==> config.mk <==
export PLATFORM = sky130hd
export DESIGN_NAME = uart_mem_dump
export DESIGN_NICKNAME = d
export VERILOG_FILES = /design/src/rtl/uart_mem_dump_pkg.sv /design/src/rtl/uart_mem_dump_tx_byte.sv /design/src/rtl/uart_mem_dump.sv
export SDC_FILE = /design/constraint.sdc
export NUM_CORES = 1
export LEC_CHECK = 0
export ABC_AREA = 1
export CORE_UTILIZATION = 55
export DETAILED_ROUTE_END_ITERATION = 6
export PLACE_DENSITY = 0.95
export SYNTH_ARGS = -nofsm -noshare
export SYNTH_HDL_FRONTEND = slang
export SYNTH_SLANG_ARGS = --single-unit
==> constraint.sdc <==
create_clock -name clk -period 3.8 [get_ports clk]
set_clock_uncertainty 0.1 [all_clocks]
set_input_delay 0.57 -clock clk [delete_from_list [all_inputs] [get_ports clk]]
set_output_delay 0.57 -clock clk [all_outputs]
set_load 0.01 [all_outputs]
==> src/rtl/uart_mem_dump_pkg.sv <==
`default_nettype none
// ============================================================================
//  Module      : uart_mem_dump_pkg
//  Description : Shared RIB bus types and constants used by the memory dump path.
//  Revision    : 1.0 - initial release
// ============================================================================
package uart_mem_dump_pkg;

    typedef logic [31:0] MemAddrBus;
    typedef logic [31:0] MemBus;

    localparam MemBus ZeroWord     = 32'h0000_0000;
    localparam logic  WriteDisable = 1'b0;
    localparam logic  RstEnable    = 1'b1;
    localparam logic  RIB_REQ      = 1'b1;

endpackage
`default_nettype wire

==> src/rtl/uart_mem_dump_tx_byte.sv <==
`default_nettype none
// ============================================================================
//  Module      : uart_tx_byte
//  Description : 8N1 byte serialiser with back-to-back frame support.
//  Revision    : 1.0 - initial release
// ============================================================================
module uart_tx_byte
    import uart_mem_dump_pkg::*;
#(
    parameter int CLK_DIV = 434
) (
    input  logic       clk,
    input  logic       rst,
    input  logic       valid_i,
    input  logic [7:0] data_i,
    output logic       ready_o,
    output logic       tx_o
);

    localparam logic [1:0]  c_st_idle  = 2'd0;
    localparam logic [1:0]  c_st_start = 2'd1;
    localparam logic [1:0]  c_st_data  = 2'd2;
    localparam logic [1:0]  c_st_stop  = 2'd3;
    localparam logic [15:0] c_baud_last = 16'(CLK_DIV - 1);

    logic [1:0]  r_state;
    logic [1:0]  w_state_nxt;
    logic [15:0] r_baud;
    logic [2:0]  r_bit;
    logic [7:0]  r_shift;
    logic        r_tx;
    logic        w_baud_end;
    logic        w_load;

    assign w_baud_end = (r_baud == c_baud_last);
    // Ready in the final stop-bit cycle so the next start bit follows with no gap.
    assign ready_o    = (r_state == c_st_idle) || ((r_state == c_st_stop) && w_baud_end);
    assign w_load     = valid_i && ready_o;
    assign tx_o       = r_tx;

    always_ff @(posedge clk) begin
        if (rst == RstEnable) begin
            r_state <= c_st_idle;
        end else begin
            r_state <= w_state_nxt;
        end
    end

    always_comb begin
        w_state_nxt = r_state;
        if (w_load) begin
            w_state_nxt = c_st_start;
        end else begin
            case (r_state)
                c_st_start: if (w_baud_end) w_state_nxt = c_st_data;
                c_st_data:  if (w_baud_end && (r_bit == 3'd7)) w_state_nxt = c_st_stop;
                c_st_stop:  if (w_baud_end) w_state_nxt = c_st_idle;
                default:    w_state_nxt = r_state;
            endcase
        end
    end

    always_ff @(posedge clk) begin
        if (rst == RstEnable) begin
            r_baud  <= 16'd0;
            r_bit   <= 3'd0;
            r_shift <= 8'd0;
            r_tx    <= 1'b1;
        end else if (w_load) begin
            r_baud  <= 16'd0;
            r_bit   <= 3'd0;
            r_shift <= data_i;
            r_tx    <= 1'b0;
        end else begin
            case (r_state)
                c_st_start: begin
                    if (w_baud_end) begin
                        r_baud  <= 16'd0;
                        r_tx    <= r_shift[0];
                        r_shift <= {1'b0, r_shift[7:1]};
                    end else begin
                        r_baud <= r_baud + 16'd1;
                    end
                end
                c_st_data: begin
                    if (w_baud_end) begin
                        r_baud <= 16'd0;
                        if (r_bit == 3'd7) begin
                            r_tx <= 1'b1;
                        end else begin
                            r_tx    <= r_shift[0];
                            r_shift <= {1'b0, r_shift[7:1]};
                            r_bit   <= r_bit + 3'd1;
                        end
                    end else begin
                        r_baud <= r_baud + 16'd1;
                    end
                end
                c_st_stop: begin
                    if (w_baud_end) begin
                        r_baud <= 16'd0;
                    end else begin
                        r_baud <= r_baud + 16'd1;
                    end
                end
                default: r_baud <= 16'd0;
            endcase
        end
    end

endmodule
`default_nettype wire

==> src/rtl/uart_mem_dump.sv <==
`default_nettype none
// ============================================================================
//  Module      : uart_mem_dump
//  Description : RIB master that reads a block of words and streams them out
//                of a UART TX pin, little-endian byte order, 8N1.
//  Revision    : 1.0 - initial release
// ============================================================================
module uart_mem_dump
    import uart_mem_dump_pkg::*;
#(
    parameter int CLK_DIV = 434,
    parameter int LEN_W   = 16
) (
    input  logic             clk,
    input  logic             rst,
    input  logic             start_i,
    input  logic [31:0]      addr_i,
    input  logic [LEN_W-1:0] len_i,
    output logic             busy_o,
    output logic             done_o,
    output logic             req_o,
    output logic             mem_we_o,
    output logic [31:0]      mem_addr_o,
    output logic [31:0]      mem_wdata_o,
    input  logic [31:0]      mem_rdata_i,
    output logic             tx_pin
);

    localparam logic [1:0] c_st_idle  = 2'd0;
    localparam logic [1:0] c_st_fetch = 2'd1;
    localparam logic [1:0] c_st_send  = 2'd2;
    localparam logic [1:0] c_st_next  = 2'd3;

    logic [1:0]       r_state;
    logic [1:0]       w_state_nxt;
    MemAddrBus        r_addr;
    MemBus            r_word;
    logic [LEN_W-1:0] r_remaining;
    logic [1:0]       r_byte_idx;
    logic             r_done;
    logic             w_start_ok;
    logic             w_last_byte;
    logic             w_tx_valid;
    logic [7:0]       w_tx_data;
    logic             w_tx_ready;

    assign w_start_ok  = start_i && (r_state == c_st_idle);
    assign w_last_byte = (r_byte_idx == 2'd3);

    assign busy_o      = (r_state != c_st_idle);
    assign done_o      = r_done;
    assign req_o       = (r_state == c_st_fetch) ? RIB_REQ : ~RIB_REQ;
    assign mem_we_o    = WriteDisable;
    assign mem_addr_o  = r_addr;
    assign mem_wdata_o = ZeroWord;

    always_ff @(posedge clk) begin
        if (rst == RstEnable) begin
            r_state <= c_st_idle;
        end else begin
            r_state <= w_state_nxt;
        end
    end

    // Byte 0 is forwarded straight from the bus so its start bit begins right after FETCH.
    always_comb begin
        w_state_nxt = r_state;
        w_tx_valid  = 1'b0;
        w_tx_data   = r_word[{r_byte_idx + 2'd1, 3'b000} +: 8];
        case (r_state)
            c_st_idle: begin
                if (w_start_ok && (len_i != '0)) w_state_nxt = c_st_fetch;
            end
            c_st_fetch: begin
                w_tx_valid  = 1'b1;
                w_tx_data   = mem_rdata_i[7:0];
                w_state_nxt = c_st_send;
            end
            c_st_send: begin
                if (w_tx_ready) begin
                    if (w_last_byte) begin
                        w_state_nxt = c_st_next;
                    end else begin
                        w_tx_valid = 1'b1;
                    end
                end
            end
            c_st_next: begin
                w_state_nxt = (r_remaining == LEN_W'(1)) ? c_st_idle : c_st_fetch;
            end
            default: w_state_nxt = c_st_idle;
        endcase
    end

    always_ff @(posedge clk) begin
        if (rst == RstEnable) begin
            r_addr      <= '0;
            r_word      <= '0;
            r_remaining <= '0;
            r_byte_idx  <= 2'd0;
            r_done      <= 1'b0;
        end else begin
            r_done <= 1'b0;
            case (r_state)
                c_st_idle: begin
                    if (w_start_ok) begin
                        if (len_i != '0) begin
                            r_addr      <= addr_i & 32'hFFFF_FFFC;
                            r_remaining <= len_i;
                        end else begin
                            r_done <= 1'b1;
                        end
                    end
                end
                c_st_fetch: begin
                    r_word     <= mem_rdata_i;
                    r_byte_idx <= 2'd0;
                end
                c_st_send: begin
                    if (w_tx_ready) begin
                        if (!w_last_byte) begin
                            r_byte_idx <= r_byte_idx + 2'd1;
                        end else if (r_remaining == LEN_W'(1)) begin
                            r_done <= 1'b1;
                        end
                    end
                end
                c_st_next: begin
                    r_remaining <= r_remaining - LEN_W'(1);
                    r_addr      <= r_addr + 32'd4;
                end
                default: r_done <= 1'b0;
            endcase
        end
    end

    uart_tx_byte #(
        .CLK_DIV (CLK_DIV)
    ) u_tx (
        .clk     (clk),
        .rst     (rst),
        .valid_i (w_tx_valid),
        .data_i  (w_tx_data),
        .ready_o (w_tx_ready),
        .tx_o    (tx_pin)
    );

endmodule
`default_nettype wire

==> flow_summary.toml, run 1 <==
[run_status]
status = "finished clean"

[sta]
worst_pin_slew_ns = 0.859
max_freq_mhz = 383
setup-violations-final = 0
fin_setup_tns_ns = 0
fin_ws_ns = 1.19
drv_slew = 0
finalCritPeriodShare = 0.687
rsz0062_at_grt = "false"
hold_violations = 0
slew_headroom = 0.427
post-route-min-period_ns = 2.61

[job]
cap_violations = 0

[clock_network]
cts_max_path_buffers = 2
clock-sinks = 113
h-tree-depth = 4
cts_root_buf = "clkbuf_16"
cts_hold_buf = 0
cts_made_buffers = 17
cts_setup_buffers = 0
cts_resized = 0
clk_pin_slew_ns = 0.05
clock_latency_ns = 0.42
cts_tree = "built"

[worst_setup_path]
critPathKind = "reg -> out"
r2r_start = "r_state[0]$_SDFFE_PP0P_"
r2r_end = "r_remaining[7]$_SDFFE_PP0P_"
r2r_cells = 7
crit_required_ns = 3.13
arrival_ns = 1.94
cp_max_fo = 15
start_kind = "flop"
crit_path_end_kind = "output pin"
reg2reg_setup_slack_ns = 1.23

[grt]
grt_pass1_vias = 6580
grt_pass1_wl_mm = 29.0
antenna_found_initial = 0
grt_usage = 0.282
grt-ovfl-total = 0
grt_max_degree = 53

[routing]
drtIter0Drc = 609
ant_nets = 0
first_pass_iters = 5
via_count = 7136
wirelength_mm = 17.1
avgRoutedWirePerCell_um = 13.0
drc = 0
vias_per_cell = 5.40

[floorplanning]
fp.dieH_um = 113
core_sq_um = 12000
ios = 152
chipWidth_um = 113
die_area_sq_um = 12700
rows = 40
initial_core_util = 0.564

[place]
dpl_worst_slack_ns = 1.15
gp_congestion = 0.927
placed_cells = 1292
port_buffers = 114
dpl.hpwl_mm = 12.0

[final_layout]
syn_to_final_growth_pct = 24.6
diodes = 0
final_core_util = 0.703
layout-drive-gt1-share = 0.0570
fin_cells = 1322
final_nets = 1265

[power_and_ir_drop]
ir_drop_mv = 0.340
p_leak_nw = 3.39
power_density_nw_per_um2 = 617

[hold_path]
worstHoldStart = "u_tx.r_baud[13]$_SDFF_PP0_"
min_path_type = "reg -> reg"
hold_path_end = "u_tx.r_baud[13]$_SDFF_PP0_"
hold_path_depth = 2

[yosys]
synth_edf_count = 0
ys_warn_count = 0
synthArstFlopShare = 0
syn_area_per_cell_sq_um = 6.33
ys_types = 38
synth_area_sq_um = 6750
synth.yosys.seq_area_share = 0.335
synthFlopType = "dfxtp_1"
netlist_instances = 1066
ys_ff_latch = 113
## logic make-up after synthesis
| logic type | count (synthesis) | synth area share |
|---|---|---|
| simple gates | 588 | 0.367 |
| compound gates | 177 | 0.139 |
| buf+inv | 159 | 0.112 |
| flops | 113 | 0.335 |
| fa+ha+maj | 18 | 0.0334 |
| xor+xnor | 10 | 0.0130 |
| other cells | 1 | 0.000556 |
## report_power, final
part / total, mW / internal [mW] / leakage (nW) / switching (mW)
Combinational: 1.91 / 0.756 / 2.19 / 1.15
Clock: 1.55 / 1.00 / 0.273 / 0.549
Sequential: 1.73 / 1.47 / 0.927 / 0.262
Total: 5.19 / 3.23 / 3.39 / 1.96
## layer usage
layer  wire [um]  GRT usage  share of wire
met5           0          0              0
met4         509      0.141          0.030
met3        1300     0.0627          0.076
met2        8190      0.481           0.48
met1        7130      0.335           0.42
## worst max-delay path: stages (launching register included)
cell and delay, ns:
dfxtp_1 0.41, ha_1 0.48, clkdlybuf4s50_1 0.63
## worst max path at each step
stage                                        from                          end  cells after the start
final                     r_state[0]$_SDFFE_PP0P_                        req_o                      2
after global routing      r_state[1]$_SDFFE_PP0P_  r_remaining[7]$_SDFFE_PP0P_                      7
after CTS                 r_state[1]$_SDFFE_PP0P_                        req_o                      3
after detailed placement                len_i[15]  mem_addr_o[31]$_SDFFE_PP0P_                     11
after global placement                  len_i[15]  mem_addr_o[26]$_SDFFE_PP0P_                     11
after floorplan           r_state[1]$_SDFFE_PP0P_       r_word[2]$_SDFFE_PP0P_                      7
## cell usage after synthesis (2+ instances only)
master / number / share of area
clkinv_1: 3 / 0.0017
dfxtp_1: 113 / 0.34
xor2_1: 7 / 0.0091
a21oi_1: 68 / 0.050
a211oi_1: 2 / 0.0022
nor2_1: 177 / 0.098
nand2_1: 275 / 0.15
o21a_1: 2 / 0.0022
a31oi_1: 11 / 0.010
nand3b_1: 7 / 0.0078
nand4_1: 9 / 0.0083
inv_1: 73 / 0.041
inv_2: 5 / 0.0028
buf_6: 2 / 0.0033
o21ai_1: 2 / 0.0015
o211ai_1: 9 / 0.010
buf_1: 2 / 0.0011
nand3_1: 78 / 0.058
buf_4: 35 / 0.039
clkbuf_1: 31 / 0.017
o21ai_0: 81 / 0.060
nand2_2: 8 / 0.0074
xnor2_1: 3 / 0.0039
nor3_1: 19 / 0.014
nor2_4: 2 / 0.0033
ha_1: 18 / 0.033
or2_2: 6 / 0.0056
buf_2: 8 / 0.0059
## flip-flops by register name (all words and copies together), names as in the netlist
signal        flops
r_word           32
u_tx.r_baud      16
r_remaining      16
u_tx.r_shift      8
r_byte_idx        2
r_state           2
u_tx.r_state      2
mem_addr_o       30
done_o            1
u_tx.r_bit        3
u_tx.tx_o         1
## cell type report
type	instances	area, sq um
clock buffer	21	470
clock inverter	9	109
fill	1011	3550
inverter	81	304
multi-input combinational	828	3870
sequential	113	2260
tap	147	184
timing repair buffer	123	1210
## layout by cell type, fill, tap and decap left out, types with 3 or more instances in the layout
| cell | count |
|---|---|
| a21oi_1 | 68 |
| a31oi_1 | 11 |
| buf_4 | 9 |
| clkbuf_16 | 17 |
| clkbuf_8 | 3 |
| clkdlybuf4s50_1 | 114 |
| clkinv_1 | 3 |
| clkinvlp_4 | 4 |
| conb_1 | 35 |
| dfxtp_1 | 113 |
| ha_1 | 17 |
| inv_1 | 73 |
| inv_2 | 5 |
| nand2_1 | 275 |
| nand2_2 | 8 |
| nand3_1 | 78 |
| nand3b_1 | 7 |
| nand4_1 | 9 |
| nor2_1 | 177 |
| nor3_1 | 19 |
| o211ai_1 | 9 |
| o21ai_0 | 81 |
| or2_2 | 6 |
| xnor2_1 | 3 |
| xor2_1 | 7 |
## through the flow
step / hold slack (ns) / power (mW) / area [sq um]
after CTS: 0.366 / 5.19 / 8410
after floorplan: 0.333 / 3.07 / 6880
after detailed placement: 0.358 / 3.62 / 7830
after global routing: 0.378 / 5.56 / 8410
final: 0.367 / 5.19 / 8410
after global placement: 0.346 / 3.56 / 7830
No activity file was read; power rests on OpenSTA's default activity.
==> inputs of run 2 (changes only) <==
--- a/config.mk
+++ b/config.mk
@@ -6,9 +6,9 @@
 export NUM_CORES = 1
 export LEC_CHECK = 0
 export ABC_AREA = 1
-export CORE_UTILIZATION = 55
+export CORE_UTILIZATION = 51
 export DETAILED_ROUTE_END_ITERATION = 6
-export PLACE_DENSITY = 0.95
+export PLACE_DENSITY = 0.9
 export SYNTH_ARGS = -nofsm -noshare
 export SYNTH_HDL_FRONTEND = slang
 export SYNTH_SLANG_ARGS = --single-unit
==> constraint.sdc (replaced) <==
create_clock -name clk -period 2.7 [get_ports clk]
set_clock_uncertainty 0.1 [all_clocks]
set_input_delay 0.405 -clock clk [delete_from_list [all_inputs] [get_ports clk]]
set_output_delay 0.405 -clock clk [all_outputs]
set_load 0.01 [all_outputs]
==> flow_summary.toml, run 2 (synthesized netlist as in run 1, its figures left out) <==
[routing]
drc = 0
dr.max_layer_used = "met4"
met3_length_mm = 1.16
vias_per_cell = 5.25
dr_wl_met2_mm = 8.17
wirelength_mm = 17.2
wl_met1_mm = 7.48
via_count = 7090
drtIter0Drc = 694
first_pass_iters = 6
avgRoutedWirePerCell_um = 12.7
ant_nets = 0

[clock_network]
clock_latency_ns = 0.42
cts_made_buffers = 17
cts_hold_buf = 0
cts_setup_buffers = 0
cts_tree = "built"
clk_pin_slew_ns = 0.05
clock-sinks = 113
h-tree-depth = 4
cts_root_buf = "clkbuf_16"
cts_resized = 0
cts_max_path_buffers = 2

[worst_setup_path]
startpoint = "r_state[0]$_SDFFE_PP0P_"
critPathKind = "reg -> out"
cp_max_fo = 5
start_kind = "flop"
r2r_start = "r_state[0]$_SDFFE_PP0P_"
crit_required_ns = 2.19
arrival_ns = 1.90
crit_path_end_kind = "output pin"

[sta]
post-route-min-period_ns = 2.41
worst_pin_slew_ns = 0.814
hold_violations = 0
fin_setup_tns_ns = 0
finalCritPeriodShare = 0.892
slew_headroom = 0.457
setup-violations-final = 0
drv_slew = 0
rsz0062_at_grt = "false"
max_freq_mhz = 415

[grt]
grt_pass1_wl_mm = 28.2
antenna_found_initial = 0
grt_max_degree = 72
grt-ovfl-total = 0
grt_usage = 0.261
grt_pass1_vias = 6330

[power_and_ir_drop]
power_density_nw_per_um2 = 890
p_leak_nw = 3.44
ir_drop_mv = 0.522
total_power_mw = 7.59

[place]
place_area_sq_um = 7890
dpl.hpwl_mm = 12.0
port_buffers = 114
gp_congestion = 0.945

[floorplanning]
die_area_sq_um = 13700
rows = 41
fp.dieH_um = 117
chipWidth_um = 117
core_sq_um = 12800
initial_core_util = 0.528
ios = 152

[job]
cap_violations = 0

[hold_path]
worstHoldStart = "u_tx.r_baud[0]$_SDFF_PP0_"
min_path_type = "reg -> reg"

[final_layout]
top_register = "r_word"
final_cell_mix = "nand2_1 (275), nor2_1 (177), clkdlybuf4s50_1 (114)"
largest_register_ffs = 32
layout-drive-gt1-share = 0.0594
syn_to_final_growth_pct = 26.3
post-route-cell-area_sq_um = 8530
final_common_cell = "nand2_1"
diodes = 0
final_nets = 1267
fillers = 1050

[run_status]
status = "finished clean"
==> run 2: cell types whose count changed in the layout (fill, tap and decap cells not counted), sizes merged <==
cell	change
bufinv	+2
clkinvlp	-2
clkbuf	+1
buf	+2
==> run 2: final timing paths <==
check / end / slack, ns / cells past startpoint
hold reg to reg: u_tx.r_baud[0]$_SDFF_PP0_ / 0.36 / 1
setup reg to reg: r_remaining[7]$_SDFFE_PP0P_ / 0.45 / 10
hold / removal: u_tx.r_baud[0]$_SDFF_PP0_ / 0.36 / 1
setup / recovery: busy_o / 0.29 / 4
==> run 2: power by group <==
| group | total (mW) | switching [mW] | internal (mW) |
|---|---|---|---|
| Combinational | 2.74 | 1.65 | 1.09 |
| Clock | 2.42 | 0.792 | 1.63 |
| Sequential | 2.42 | 0.353 | 2.06 |
==> run 2: layer usage <==
| metal | track usage | vias up |
|---|---|---|
| li1 | - | 3577 |
| met1 | 0.317 | 3178 |
| met2 | 0.442 | 298 |
| met3 | 0.0608 | 37 |
| met4 | 0.114 | 0 |
| met5 | 0 | - |
==> run 2: cell type report <==
cell class	count	area [sq um]	area share
multi-input cells	828	3870	0.454
flip-flops and latches	113	2260	0.265
repair buffers	125	1240	0.145
clock buffers	22	484	0.0568
inverters	81	304	0.0357
well taps	172	215	0.0252
clock inverters	9	154	0.0180
==> run 2: per-stage QoR <==
stage                     worst slack [ns]  utilization  std cells  hold WS, ns
after detailed placement             0.222        0.618       1319        0.353
after global routing                 0.197        0.668       1350        0.385
after CTS                            0.262        0.668       1350        0.362
after global placement               0.283        0.618       1319        0.345
final                                0.292        0.668       1350        0.360
after floorplan                      0.943            -       1100        0.333
==> run 2: critical path, cell delays in order, from the launching register on <==
cell,delay (ns)
dfxtp_1,0.42
inv_1,0.11
ha_1,0.29
inv_1,0.11
clkdlybuf4s50_1,0.56
==> inputs of run 3 (changes only) <==
--- a/config.mk
+++ b/config.mk
@@ -5,10 +5,10 @@
 export SDC_FILE = /design/constraint.sdc
 export NUM_CORES = 1
 export LEC_CHECK = 0
-export ABC_AREA = 1
 export CORE_UTILIZATION = 51
 export DETAILED_ROUTE_END_ITERATION = 6
 export PLACE_DENSITY = 0.9
+export SETUP_SLACK_MARGIN = 0.5
 export SYNTH_ARGS = -nofsm -noshare
 export SYNTH_HDL_FRONTEND = slang
 export SYNTH_SLANG_ARGS = --single-unit
==> flow_summary.toml, run 3 <==
[worst_setup_path]
crit_required_ns = 2.90
crit_chain = "clkdlybuf4s50_1 > nor4_2 > a41oi_2 > nor2_2 > buf_4 > nor3_1 > nor4_2"
slowest_stage = "clkdlybuf4s50_1"
critPathKind = "in -> reg"
path_common_cell = "nor4_2"
start_kind = "input port"
cp_max_fo = 22
crit_path_end_kind = "flop"
cpPeakStageDelay_ns = 0.45
arrival_ns = 2.42

[routing]
drtIter0Drc = 748
via_count = 6443
first_pass_iters = 6
drc = 0
vias_per_cell = 5.91
avgRoutedWirePerCell_um = 16.3
wirelength_mm = 17.8
ant_nets = 0

[power_and_ir_drop]
internal_power_mw = 4.77
total_power_mw = 7.51
ir_drop_mv = 0.507
power_frac_seq = 0.317
switching_share = 0.365
p_clk_frac = 0.290
power_density_nw_per_um2 = 878
comb_power_share = 0.393
p_sw_mw = 2.74
p_leak_nw = 3.05

[clock_network]
clock_latency_ns = 0.42
cts_root_buf = "clkbuf_16"
h-tree-depth = 4
clock-sinks = 113
cts_hold_buf = 0
cts_made_buffers = 17
clk_pin_slew_ns = 0.05
cts_max_path_buffers = 2
cts_tree = "built"

[sta]
drv_slew = 0
hold_violations = 0
worst_pin_slew_ns = 0.527
post-route-min-period_ns = 2.22
fin_setup_tns_ns = 0
max_freq_mhz = 450
slew_headroom = 0.648
rsz0062_at_grt = "true"
setup-violations-final = 0
finalCritPeriodShare = 0.823

[grt]
grt-ovfl-total = 0
antenna_found_initial = 0
grt_max_degree = 42
grt_pass1_wl_mm = 27.9
grt_pass1_vias = 5953
grt_usage = 0.267

[floorplanning]
fp.dieH_um = 115
chipWidth_um = 115
rows = 40
ios = 152
initial_core_util = 0.534
core_sq_um = 12200
die_area_sq_um = 13200

[yosys]
ys_ff_latch = 113
synthArstFlopShare = 0
synth_top_family_by_area = "simple AND/OR/NAND/NOR gates"
ys_types = 67
yosys.area.top_type = "dfxtp_1"
synthAdderAreaFrac = 0.0345
ys_top_cells_by_area = "dfxtp_1 (35%), mux2i_1 (6.6%), a21oi_1 (5.6%), nor2_1 (4.3%), buf_4 (4.1%)"
synthFlopType = "dfxtp_1"
synthMuxAreaShare = 0.0868
synth.yosys.seq_area_share = 0.347
yosysMostFrequentCell = "dfxtp_1"
yosysTopAreaCellShare = 0.347
synth_area_sq_um = 6520
synth_edf_count = 0
synth_simple_gate_area_frac = 0.233
syn_area_per_cell_sq_um = 8.18
netlist_instances = 797
synthXorXnorAreaFrac = 0.0202
synthTopCellsByCount = "dfxtp_1 (113), nor2_1 (75), a21oi_1 (73)"
ys_warn_count = 0
synth-compound-area-share = 0.198

[final_layout]
final_common_cell = "clkdlybuf4s50_1"
final_core_util = 0.701
final_cell_mix = "clkdlybuf4s50_1 (111), dfxtp_1 (104), a21oi_1 (73)"
syn_to_final_growth_pct = 31.3
top_register = "r_word"
multi_input_area_sq_um = 4050
final_nets = 1011
largest_register_ffs = 32
regArea_sq_um = 2270
diodes = 0
fillers = 900
layout-drive-gt1-share = 0.128

[job]
cap_violations = 0

[run_status]
status = "finished clean"

[place]
dpl.hpwl_mm = 11.9
gp_congestion = 0.917
port_buffers = 114

[hold_path]
min_path_type = "reg -> reg"
run 3: cell types whose count changed after synthesis, moves of 11 or more:
cell       delta
o21ai_0      -30
nand3_1      -58
o2bb2ai_1    +11
nand2b_1     +22
nand2_1     -220
inv_1        -54
and3_1       +13
nor2b_1      +20
nor2_1      -102
mux2i_1      +43
run 3: cell type report:
type	instances	area share
multi-input cells	617	0.474
flip-flops and latches	113	0.266
repair buffers	141	0.161
clock buffers	21	0.0538
well taps	168	0.0246
clock inverters	10	0.0130
inverters	20	0.00877
run 3: kinds of logic after synthesis:
family	count (synthesis)
buffers and inverters	101
DFF	113
muxes	54
adders and majority gates	18
AOI/OAI and AO/OA	206
xor gates and xnor gates	15
and+or+nand+nor	289
other	1
run 3: timing repair:
| item | in CTS | in global routing |
|---|---|---|
| pin swaps | 1 | 5 |
| buffers inserted | 1 | 1 |
| gates resized for setup | 17 | 36 |
| setup endpoints to repair | 20 | 27 |
| gates cloned | 0 | 1 |
run 3: path summary, 6_finish.rpt:
path	startpoint	cells after the start	to	slack, ns
worst max-delay path	len_i[3]	7	mem_addr_o[29]$_SDFFE_PP0P_	0.48
worst max register to register	r_state[1]$_SDFFE_PP0P_	8	mem_addr_o[29]$_SDFFE_PP0P_	0.57
worst min-delay path	u_tx.r_baud[0]$_SDFF_PP0_	1	u_tx.r_baud[0]$_SDFF_PP0_	0.36
worst min register to register	u_tx.r_baud[0]$_SDFF_PP0_	1	u_tx.r_baud[0]$_SDFF_PP0_	0.36
run 3: per-layer routing:
| layer | track usage | vias up | share of wire |
|---|---|---|---|
| met4 | 0.133 | 0 | 0.033 |
| met5 | 0 | - | 0 |
| met2 | 0.437 | 358 | 0.47 |
| met3 | 0.0517 | 61 | 0.075 |
| li1 | - | 3043 | - |
| met1 | 0.336 | 2981 | 0.42 |
run 3: worst max-delay path: cells and delay by family:
| kind | cells | cell delay, ns |
|---|---|---|
| compound gates | 1 | 0.25 |
| simple gates | 4 | 1.03 |
| buf+inv | 2 | 0.72 |
run 3: power by group through the flow:
stage                     clock network [mW]  registers, mW  logic (mW)
final                                   2.18           2.38        2.95
after CTS                               2.20           2.35        2.76
after global routing                    2.27           2.42        3.24
after floorplan                            0           2.34        1.78
after detailed placement                   0           2.37        2.68
after global placement                     0           2.36        2.61
run 3: through the flow:
| step | setup slack, ns | hold WS [ns] | std cells | instance area [sq um] |
|---|---|---|---|---|
| floorplan | 0.597 | 0.332 | 831 | 6650 |
| detailed placement | 0.0610 | 0.346 | 1056 | 7750 |
| CTS | 0.448 | 0.350 | 1088 | 8400 |
| global route | 0.462 | 0.376 | 1090 | 8560 |
| global placement | 0.128 | 0.344 | 1056 | 7750 |
| finish | 0.477 | 0.356 | 1090 | 8560 |
